### src/rtl/clock_counter_pkg.sv
// Shared constants for the clock counter host and the counter it commands:
// opcodes, register addresses and the host FSM encoding.
package clock_counter_pkg;

  localparam logic [1:0] OP_CLEAR   = 2'd0;
  localparam logic [1:0] OP_START   = 2'd1;
  localparam logic [1:0] OP_STOP    = 2'd2;
  localparam logic [1:0] OP_ILLEGAL = 2'd3;

  localparam logic [1:0] REG_CMD    = 2'd0;
  localparam logic [1:0] REG_COUNT  = 2'd1;
  localparam logic [1:0] REG_WRAPS  = 2'd2;
  localparam logic [1:0] REG_STATUS = 2'd3;

  typedef enum logic [1:0] {
    ST_IDLE,
    ST_PULSE,
    ST_SETTLE,
    ST_RDWAIT
  } state_e;

endpackage

### src/rtl/clock_counter_host.sv
// Avalon-MM slave that turns CPU register writes into one-cycle command pulses
// for the negedge clock counter, and tracks running state and count wraps.
module clock_counter_host
  import clock_counter_pkg::*;
#(
  parameter int CNT_W  = 32,
  parameter int SETTLE = 1
) (
  input  logic             clk,
  input  logic             reset_n,
  input  logic [1:0]       address,
  input  logic             write,
  input  logic [31:0]      writedata,
  input  logic             read,
  output logic [31:0]      readdata,
  output logic             waitrequest,
  output logic             cnt_enable,
  output logic [CNT_W-1:0] cnt_command,
  input  logic [CNT_W-1:0] cnt_count
);

  localparam logic [1:0] SETTLE_INIT = 2'(SETTLE);

  state_e           state, state_nxt;
  logic [1:0]       settle_cnt;
  logic [1:0]       last_op;
  logic             running, err, wrap;
  logic [CNT_W-1:0] snapshot;
  logic [CNT_W-1:0] prev_count;
  logic [31:0]      wrap_cnt;

  logic [1:0]       wr_op, cmd_op;
  logic             cmd_wr, cmd_legal, cnt_rd, status_wr, clear_window, busy;
  logic [31:0]      reg_mux;
  logic             unused_wdata;

  assign wr_op        = writedata[1:0];
  assign cmd_op       = cnt_command[1:0];
  assign cmd_wr       = write && (address == REG_CMD);
  assign cmd_legal    = cmd_wr && (wr_op != OP_ILLEGAL);
  assign status_wr    = write && (address == REG_STATUS);
  // A read issued together with a write is treated as not issued.
  assign cnt_rd       = read && !write && (address == REG_COUNT);
  assign busy         = (state != ST_IDLE);
  // The counter's own clear produces a downward step that is not a wrap.
  assign clear_window = ((state == ST_PULSE) || (state == ST_SETTLE)) && (cmd_op == OP_CLEAR);
  // Decoded from state so an asynchronous reset drops the pulse immediately.
  assign cnt_enable   = (state == ST_PULSE);
  assign unused_wdata = ^writedata[31:3];

  always_comb begin
    reg_mux = '0;
    case (address)
      REG_CMD:    reg_mux = {29'b0, busy, last_op};
      REG_COUNT:  reg_mux = 32'(snapshot);
      REG_WRAPS:  reg_mux = wrap_cnt;
      REG_STATUS: reg_mux = {29'b0, wrap, err, running};
      default:    reg_mux = '0;
    endcase
  end

  // NOTE: every output of this block is given a default first, so no path
  // through the case leaves a value unassigned and no latch is inferred.
  always_comb begin
    state_nxt   = state;
    waitrequest = 1'b0;
    readdata    = '0;
    case (state)
      ST_IDLE: begin
        if (cmd_legal) begin
          state_nxt   = ST_PULSE;
          waitrequest = 1'b1;
        end else if (cnt_rd) begin
          state_nxt   = ST_RDWAIT;
          waitrequest = 1'b1;
        end else if (read && !write) begin
          readdata = reg_mux;
        end
      end
      ST_PULSE: begin
        state_nxt   = ST_SETTLE;
        waitrequest = 1'b1;
      end
      ST_SETTLE: begin
        if (settle_cnt == 2'd0) state_nxt = ST_IDLE;
        else                    waitrequest = 1'b1;
      end
      ST_RDWAIT: begin
        readdata  = 32'(snapshot);
        state_nxt = ST_IDLE;
      end
      default: state_nxt = ST_IDLE;
    endcase
  end

  // NOTE: all state below updates with non-blocking assignments so every
  // register samples pre-edge values regardless of statement order.
  always_ff @(posedge clk or negedge reset_n) begin
    if (!reset_n) begin
      state       <= ST_IDLE;
      settle_cnt  <= '0;
      cnt_command <= '0;
      last_op     <= OP_CLEAR;
      running     <= 1'b0;
      err         <= 1'b0;
      wrap        <= 1'b0;
      snapshot    <= '0;
      prev_count  <= '0;
      wrap_cnt    <= '0;
    end else begin
      state      <= state_nxt;
      prev_count <= cnt_count;

      case (state)
        ST_IDLE: begin
          if (cmd_legal)   cnt_command <= CNT_W'(wr_op);
          else if (cmd_wr) err <= 1'b1;
          if (status_wr && writedata[1]) err  <= 1'b0;
          if (status_wr && writedata[2]) wrap <= 1'b0;
          if (cnt_rd) snapshot <= cnt_count;
        end
        ST_PULSE: begin
          settle_cnt <= SETTLE_INIT;
          last_op    <= cmd_op;
          if (cmd_op == OP_START) running <= 1'b1;
          if (cmd_op == OP_STOP)  running <= 1'b0;
        end
        ST_SETTLE: begin
          if (settle_cnt != 2'd0) settle_cnt <= settle_cnt - 2'd1;
        end
        default: ;
      endcase

      // A wrap event wins over a same-cycle software clear of the flag.
      if (running && !clear_window && (cnt_count < prev_count)) begin
        wrap <= 1'b1;
        if (wrap_cnt != '1) wrap_cnt <= wrap_cnt + 32'd1;
      end
      if ((state == ST_PULSE) && (cmd_op == OP_CLEAR)) wrap_cnt <= '0;
    end
  end

endmodule

### config.mk
export PLATFORM = sky130hd
export DESIGN_NAME = clock_counter_host
export DESIGN_NICKNAME = d
export VERILOG_FILES = /design/src/rtl/clock_counter_pkg.sv /design/src/rtl/clock_counter_host.sv
export SDC_FILE = /design/constraint.sdc
export NUM_CORES = 1
export LEC_CHECK = 0
export CAP_MARGIN = 30
export CORE_ASPECT_RATIO = 0.9
export CORE_MARGIN = 2
export CORE_UTILIZATION = 54
export DETAILED_ROUTE_END_ITERATION = 12
export PLACE_DENSITY = 0.83
export REMOVE_ABC_BUFFERS = 1
export SETUP_SLACK_MARGIN = 0.3
export SKIP_CTS_REPAIR_TIMING = 1
export SLEW_MARGIN = 20
export SYNTH_ARGS = -nofsm -noshare
export SYNTH_HDL_FRONTEND = slang
export SYNTH_SLANG_ARGS = --single-unit
### constraint.sdc
create_clock -name clk -period 8.1 [get_ports clk]
set_input_delay 2.43 -clock clk [delete_from_list [all_inputs] [get_ports clk]]
set_output_delay 2.43 -clock clk [all_outputs]
set_load 0.1 [all_outputs]
# Word-level counts from Yosys, hierarchy flattened
# Cells that the tools add are included.
# word_totals
register_bits,107
input_bits,70
elab_cells,88
# classes
order_cmp,1
addsub,2
eq_ne,14
n_reduce_logical,35
n_mux,26
# op_table
op,count
32-bit 2-to-1 mux,6
32-bit one-hot mux with 4 select lines,1
32-bit one-hot mux with 2 select lines,1
32-bit by 1-bit adder with 32-bit output (second input constant),1
32-bit < comparator,1
32-bit inequality test (second input constant),1
2-bit nonzero test,9
2-bit AND reduction,7
1-bit logical AND,11
1-bit 2-to-1 mux,11
2-bit == test (second input constant),5
2-bit logical NOT,4
2-bit 2-to-1 mux,4
2-bit one-hot mux with 4 select lines,1
2-bit by 1-bit == test with 1-bit output (second input constant),3
2-bit by 1-bit inequality test with 1-bit output (second input constant),3
2-bit one-hot mux with 2 select lines,1
3-bit inequality test (second input constant),1
1-bit one-hot mux with 3 select lines,1
3-bit AND reduction,1
1-bit logical NOT,2
2-bit inequality test (second input constant),1
2-bit by 1-bit subtractor with 2-bit output (second input constant),1
1-bit logical OR,1

# Depth between registers and ports, before layout
# Gate-level depths: netlist (run 1).
# logic_depth
word_depth,8
mapped_depth,12

# Worst setup path after synthesis (run 1)
# Ideal clock, no wire load.
# synth_timing
kind,input -> output
startpoint,input address[1]
endpoint,output readdata[21]
path_stages,7
path_slack_ns,0.861
arrival_time_ns,4.809
path_cell_list,clkbuf_1 > nand2_1 > nor2_1 > clkbuf_1 > clkbuf_1 > a22oi_1 > nor2_1
# synth_via
elab_chain_cells,6
elab_cells_between_ends,12
cone_classes,eq/ne: 3; mux: 5; reduce/logical: 4
# synth_lines
item,line,text
start: declaration,clock_counter_host.sv:11,"input logic [1:0] address,"
"2-bit == test, or another cell as far along",clock_counter_host.sv:53,case (address)
32-bit one-hot mux with 4 select lines,clock_counter_host.sv:53,
32-bit 2-to-1 mux,clock_counter_host.sv:76,end else if (read && !write) begin
32-bit 2-to-1 mux,clock_counter_host.sv:73,end else if (cnt_rd) begin
32-bit 2-to-1 mux *,clock_counter_host.sv:70,if (cmd_legal) begin
32-bit one-hot mux with 2 select lines *,clock_counter_host.sv:68,case (state)
end: declaration,clock_counter_host.sv:15,"output logic [31:0] readdata,"
# Every way passes the cells marked *; elsewhere a longest branch is shown, timed or not.

# Worst setup path in the final report (run 1)
# layout_timing
startpoint,input write
endpoint,output readdata[9]
# layout_via
elab_chain_cells,6
elab_cells_between_ends,9
cone_classes,mux: 4; reduce/logical: 5
# layout_lines
item,line,text
start: declaration,clock_counter_host.sv:12,"input logic write,"
1-bit logical NOT,"clock_counter_host.sv:43, clock_counter_host.sv:76",
1-bit logical AND,"clock_counter_host.sv:43, clock_counter_host.sv:76",
32-bit 2-to-1 mux / 1-bit logical AND (equally long branches),"clock_counter_host.sv:76, clock_counter_host.sv:43",
32-bit 2-to-1 mux,clock_counter_host.sv:73,
32-bit 2-to-1 mux *,clock_counter_host.sv:70,
32-bit one-hot mux with 2 select lines *,clock_counter_host.sv:68,
# Marked as above.

==> results of run 1 <==
-- critical path: stages --
cell	delay, ns
clkdlybuf4s50_1	0.46
and3b_1	0.31
nand2_1	0.11
nor2_2	0.58
buf_4	0.34
a22oi_1	0.11
nor2_1	0.14
buf_4	0.32
-- power by group through the flow --
stage               Combinational, W  Clock [W]  Sequential (W)
detailed placement          0.000776          0        0.000754
global placement            0.000727          0        0.000743
CTS                         0.000780   0.000466        0.000746
finish                      0.000778   0.000462        0.000747
global route                0.000831   0.000486        0.000764
floorplan                   0.000535          0        0.000763
-- registers in the layout (all words and copies together), names as in the netlist --
name / count
snapshot: 32
last_op: 2
cnt_command: 2
wrap_cnt: 32
state: 2
running: 1
prev_count: 32
settle_cnt: 2
wrap: 1
err: 1
-- cell families (layout without fill, tap and decap cells) --
kind of cell / after synthesis / after routing / share of synthesized area [%]
other: 1 / 30 / 0.0648
muxes: 42 / 42 / 8.09
xor gates and xnor gates: 15 / 15 / 2.27
and+or+nand+nor: 183 / 183 / 15.4
adders and majority gates: 40 / 40 / 8.65
buffers and inverters: 95 / 138 / 8.22
DFF: 107 / 107 / 46.3
AOI/OAI and AO/OA: 99 / 99 / 11.1
-- layout make-up --
cell class / count / share of cell area [%]
Inverter: 40 / 2.20
Timing Repair Buffer: 83 / 11.5
Tap cell: 129 / 2.36
Clock buffer: 11 / 3.41
Multi-Input combinational cell: 409 / 40.2
Sequential cell: 107 / 39.2
Clock inverter: 4 / 1.12
-- stage by stage --
step | total power, W | hold WS, ns | utilization, %
2_1_floorplan | 0.00130 | 0.445 | -
3_3_place_gp | 0.00147 | 0.457 | 62.4
3_5_place_dp | 0.00153 | 0.468 | 63.1
4_1_cts | 0.00199 | 0.479 | 66.1
5_1_grt | 0.00208 | 0.495 | 66.1
6_report | 0.00199 | 0.478 | 66.1
-- layer usage --
metal,track usage (%),up-vias
met1,31.2,2272
met4,5.44,0
met3,4.74,12
met2,39.5,143
met5,0,-
li1,-,2102
-- cells in the final DEF (no fill, tap or decap), drive strengths merged, types with 4 or more instances in the layout --
cell	synthesis	routed
dfrtp	107	107
a211oi	5	5
buf	33	41
mux2	38	38
nor2b	5	5
o21ai	23	23
a21oi	29	29
xor2	15	15
clkdlybuf4s50	0	42
nand4	16	16
nand2	34	34
nor2	69	69
a22oi	31	31
ha	40	40
and3	7	7
inv	40	40
nand3	18	18
clkbuf	22	11
mux2i	4	4
or3	12	12
nor3	5	5
conb	1	30
-- cells in the mapped netlist --
master and count:
nand3_1 18, nand4_1 16, or3_1 12, and3_1 7
nor4_1 2, nand2_1 32, a21oi_4 1, and2_1 1
a21oi_1 28, nand2_2 2, buf_4 31, nand2b_1 3
dfrtp_1 107, nor3_2 1, conb_1 1, and4_1 3
o211ai_1 1, mux2_2 38, o311ai_1 1, mux2i_1 4
nand3b_1 3, a41oi_1 1, ha_1 40, nor2b_1 5
a211oi_1 3, nor3_1 4, xor2_1 15, o21bai_1 2
clkbuf_1 22, buf_2 2, nor2_1 69, o41ai_1 1
o21ai_1 10, a211oi_2 2, o21ai_0 13, a21o_1 1
or4_1 2, inv_1 40, nand4b_1 1, a22o_1 2
and3b_1 2, a22oi_1 31, a31oi_1 1, a221oi_1 1
-- worst max-delay path by stage --
stage | from | to
detailed placement | write | readdata[12]
finish | write | readdata[9]
global route | write | readdata[9]
floorplan | write | readdata[10]
global placement | write | readdata[13]
CTS | write | readdata[12]
==> metrics, run 1 <==
outcome=finished with violations; failing checks=design-rule violations; Finished Cell Area=6830 sq um; Final Net Count=760; worst reg2reg startpoint=state[0]; WL met2=6.33 mm; worst ir drop on vdd=405 uV; Synth cell types=44; worst hold path endpoint=settle_cnt[0]; Max Clock Freq=138 MHz; largest net degree at the start of global routing=49; Worst EP required=5.67 ns; Hold Fails Final Rpt=0; Antenna Nets Post-Route=0; CP Max Fanout=15; PortBufs=76; sequential cell area=2680 sq um; P&R area growth vs syn=18.0%; DRC Markers=9; Sw Ratio=40.7%; post-route setup TNS=0 ns; Seq cells post-synth=107; clock share of power=23.2%; mean area per synthesized cell=9.94 sq um; FF-to-FF path depth=11; setup violators final=0; Placed Cells=768; kind of critical path=input pin to primary output; gr ovfl total=0; Post-Layout Cell Count=783; Die Span Y=102 um; Synth top area share=46.3%; Crit. End Element=primary output; Combinational Power Share=39.2%; Hold Crit Class=flip-flop to flip-flop; Post-Place Worst Slack=0.903 ns; placed inst area=6520 sq um; RSZ-0062 raised after global routing=false; initial drt markers=260; fraction of layout cells with a size suffix above 1=15.1%; worst-case clock buffer depth=2; Lkg Pwr=3.17 nW; CTS tree=yes; routability congestion estimate=0.795; fin crit share=89.3%; sw power=0.000809 W; P_int=0.00118 W; TritonCTS buffer count=9; Max Cap Viol=0; Seq/Total Area, Yosys=46.3%; Tightest Pin Transition=0.973 ns; final worst path period need=7.23 ns; Max-slew headroom=35.0%; FF-to-FF End=wrap_cnt[20]; CORE AREA=10300 sq um; wirelength, routed=12.8 mm; sequential share of power=37.6%; min-delay src=settle_cnt[0]; wire length on met1=5.63 mm; die width=113 um; HPWL Detailed=9.23 mm; vias post-DR=4529; Initial Utilization=56.0%; WL/cell=16.3 um; hold depth=1; DR top layer=met4; global-route wire length before repair=21.6 mm; initial antenna violation count=0; ANT cells=0; clock root cell=clkbuf_16; top cells by area, synth=dfrtp_1, ha_1, mux2_2; TritonRoute pass-1 iters=9; vias per cell=5.78; DIE AREA=11600 sq um; overall global routing resource usage=23.3%; clock-pin slew on the worst setup and hold paths=0.07 ns; CP startpoint kind=input pin; clk sinks=107; Skew-Pair Late Insertion Delay=0.34 ns; area of the multi-input gates=2750 sq um; number of global-route vias before repair=4574; P per Cell Area=291 nW/um^2; Ports=136; Post-Syn Instances=582; Ys Warns=0; Synth area leader=dfrtp_1; H-tree Lvls=3; met3 routed wirelength=709 um; reg2reg setup slack=4.52 ns; Final WS setup=0.866 ns; fill cell count=799; Final Skew=0.00711 ns; cell area after synthesis=5790 sq um; Arrival @ worst endpoint=4.80 ns; Slew Limit Fails=0; Rows=35
Power figures use the tool's default switching activity.
==> run 2, diff against run 1 <==
CELL_PAD_IN_SITES_DETAIL_PLACEMENT = 1   (was not set)
CELL_PAD_IN_SITES_GLOBAL_PLACEMENT = 2   (was not set)
CORE_UTILIZATION = 42   (was 54)
DONT_BUFFER_PORTS = 1   (was not set)
PLACE_DENSITY = 0.81   (was 0.83)
==> run 2 against run 1 <==
Effect of this change:
- clock skew shrank 0.0014 ns
- clock power is 9.7% lower
- critical path depth shrank 1
- the run now ends clean
- global-route usage fell by 3.1 points
- non-clock buffer count shrank 44
- combinational power decreased by 5.7%
- largest cell class unchanged
- final area fell by 5.0%
- via count down 5.5%
- count of clock-buffer cells in the layout did not move
- sequential cell count unchanged
==> metrics, run 2 (same netlist as run 1, synthesis figures left out) <==
fraction of layout cells with a size suffix above 1=21.9%; final worst path period need=6.69 ns; GR peak layer=met2; CP max stage delay=0.54 ns; Worst Hold Slack=0.506 ns; Ports=136; post-route setup TNS=0 ns; commonest non-fill, non-tap cell in the layout=dfrtp_1; worst ir drop on vdd=479 uV; min-delay src=settle_cnt[0]; M1 GR Usage=26.6%; number of global-route vias before repair=4626; CP startpoint kind=input pin; fill cell count=1492; outcome=finished clean; initial drt markers=221; TritonCTS buffer count=9; HPWL Detailed=9.95 mm; wirelength, routed=14.1 mm; met3 Usage GRT=5.21%; P per Cell Area=298 nW/um^2; global-route wire length before repair=23.3 mm; largest net degree at the start of global routing=108; initial antenna violation count=0; Hold Fails Final Rpt=0; CORE AREA=13400 sq um; ANT cells=0; DRC Markers=0; Worst EP required=5.67 ns; die width=128 um; vias per cell=5.50; Hold Crit Class=flip-flop to flip-flop; clock-pin slew on the worst setup and hold paths=0.07 ns; PortBufs=0; H-tree Lvls=3; DIE AREA=14700 sq um; Slew Limit Fails=0; Skew-Pair Late Insertion Delay=0.35 ns; CTS tree=yes; kind of critical path=input pin to primary output; WL/cell=18.1 um; Final Skew=0.00568 ns; clock root cell=clkbuf_16; crit-path cells=and3b_1 > nand2_1 > nor2_2 > buf_4 > a22oi_1 > nor2_2 > buf_4; fin crit share=82.6%; vias post-DR=4282; setup violators final=0; Rows=40; Antenna Nets Post-Route=0; Tightest Pin Transition=0.982 ns; TritonRoute pass-1 iters=4; Lkg Pwr=2.98 nW; Max Cap Viol=0; met2 Use GR=33.8%; routability congestion estimate=0.804; Die Span Y=115 um; Initial Utilization=43.1%; Max Clock Freq=150 MHz; Total Power=0.00193 W; Max-slew headroom=34.5%; CP Max Fanout=16; Arrival @ worst endpoint=4.26 ns; CP max stage cell=nor2_2; CP startpoint=write; most frequent cells in the layout=dfrtp_1, inv_1, ha_1; overall global routing resource usage=20.2%; Final Net Count=716; worst reg2reg startpoint=cnt_command[0]; clk sinks=107; biggest regs=prev_count x32, snapshot x32, wrap_cnt x32; P&R area growth vs syn=12.0%; Crit. End Element=primary output; worst-case clock buffer depth=2; RSZ-0062 raised after global routing=false; gr ovfl total=0
[run 2: changes by cell type in the layout (fill, tap and decap cells not counted), sizes merged]
cell and delta:
clkinv +3, bufinv -2, buf -2, clkdlybuf4s50 -42
[run 2: final cells by class]
cell class	count	area [sq um]	share of cell area (%)
clock inverters	5	27.5	0.425
inverters	40	150	2.32
well taps	168	210	3.24
multi-input cells	409	2830	43.7
repair buffers	39	335	5.17
clock buffers	11	253	3.90
flip-flops and latches	107	2680	41.3
[run 2: stage by stage]
step	utilization, %	instances	cell area [sq um]	setup slack (ns)
6_report	48.3	779	6480	1.41
5_1_grt	48.3	779	6480	1.27
4_1_cts	48.1	778	6460	1.36
3_5_place_dp	46.0	762	6180	1.37
3_3_place_gp	45.7	759	6130	1.42
2_1_floorplan	-	556	5570	0.546
[run 2: path summary, 6_finish.rpt]
kind	to	slack [ns]	cells past startpoint
worst min-delay path	settle_cnt[0]	0.51	1
worst min register to register	settle_cnt[0]	0.51	1
max in group asynchronous	prev_count[14]	6.17	0
worst max register to register	wrap_cnt[22]	4.42	10
worst max-delay path	readdata[28]	1.41	7
min in group asynchronous	settle_cnt[0]	1.77	0
[run 2: where the power goes]
group          internal, W  switching, W  leakage, nW
logic             0.000231      0.000503         1.50
clock network     0.000223      0.000194        0.141
registers         0.000659      0.000124         1.33
[run 2: critical path: cells and delay by family]
family          cells  cell delay (ns)
compound gates      1             0.13
buf+inv             2             0.66
simple gates        4             1.03
[run 2: per-layer routing]
metal / up-vias / wire length, um
met4: 0 / 157
met3: 12 / 556
met1: 2175 / 6560
met5: - / 0
met2: 84 / 6790
li1: 2011 / -
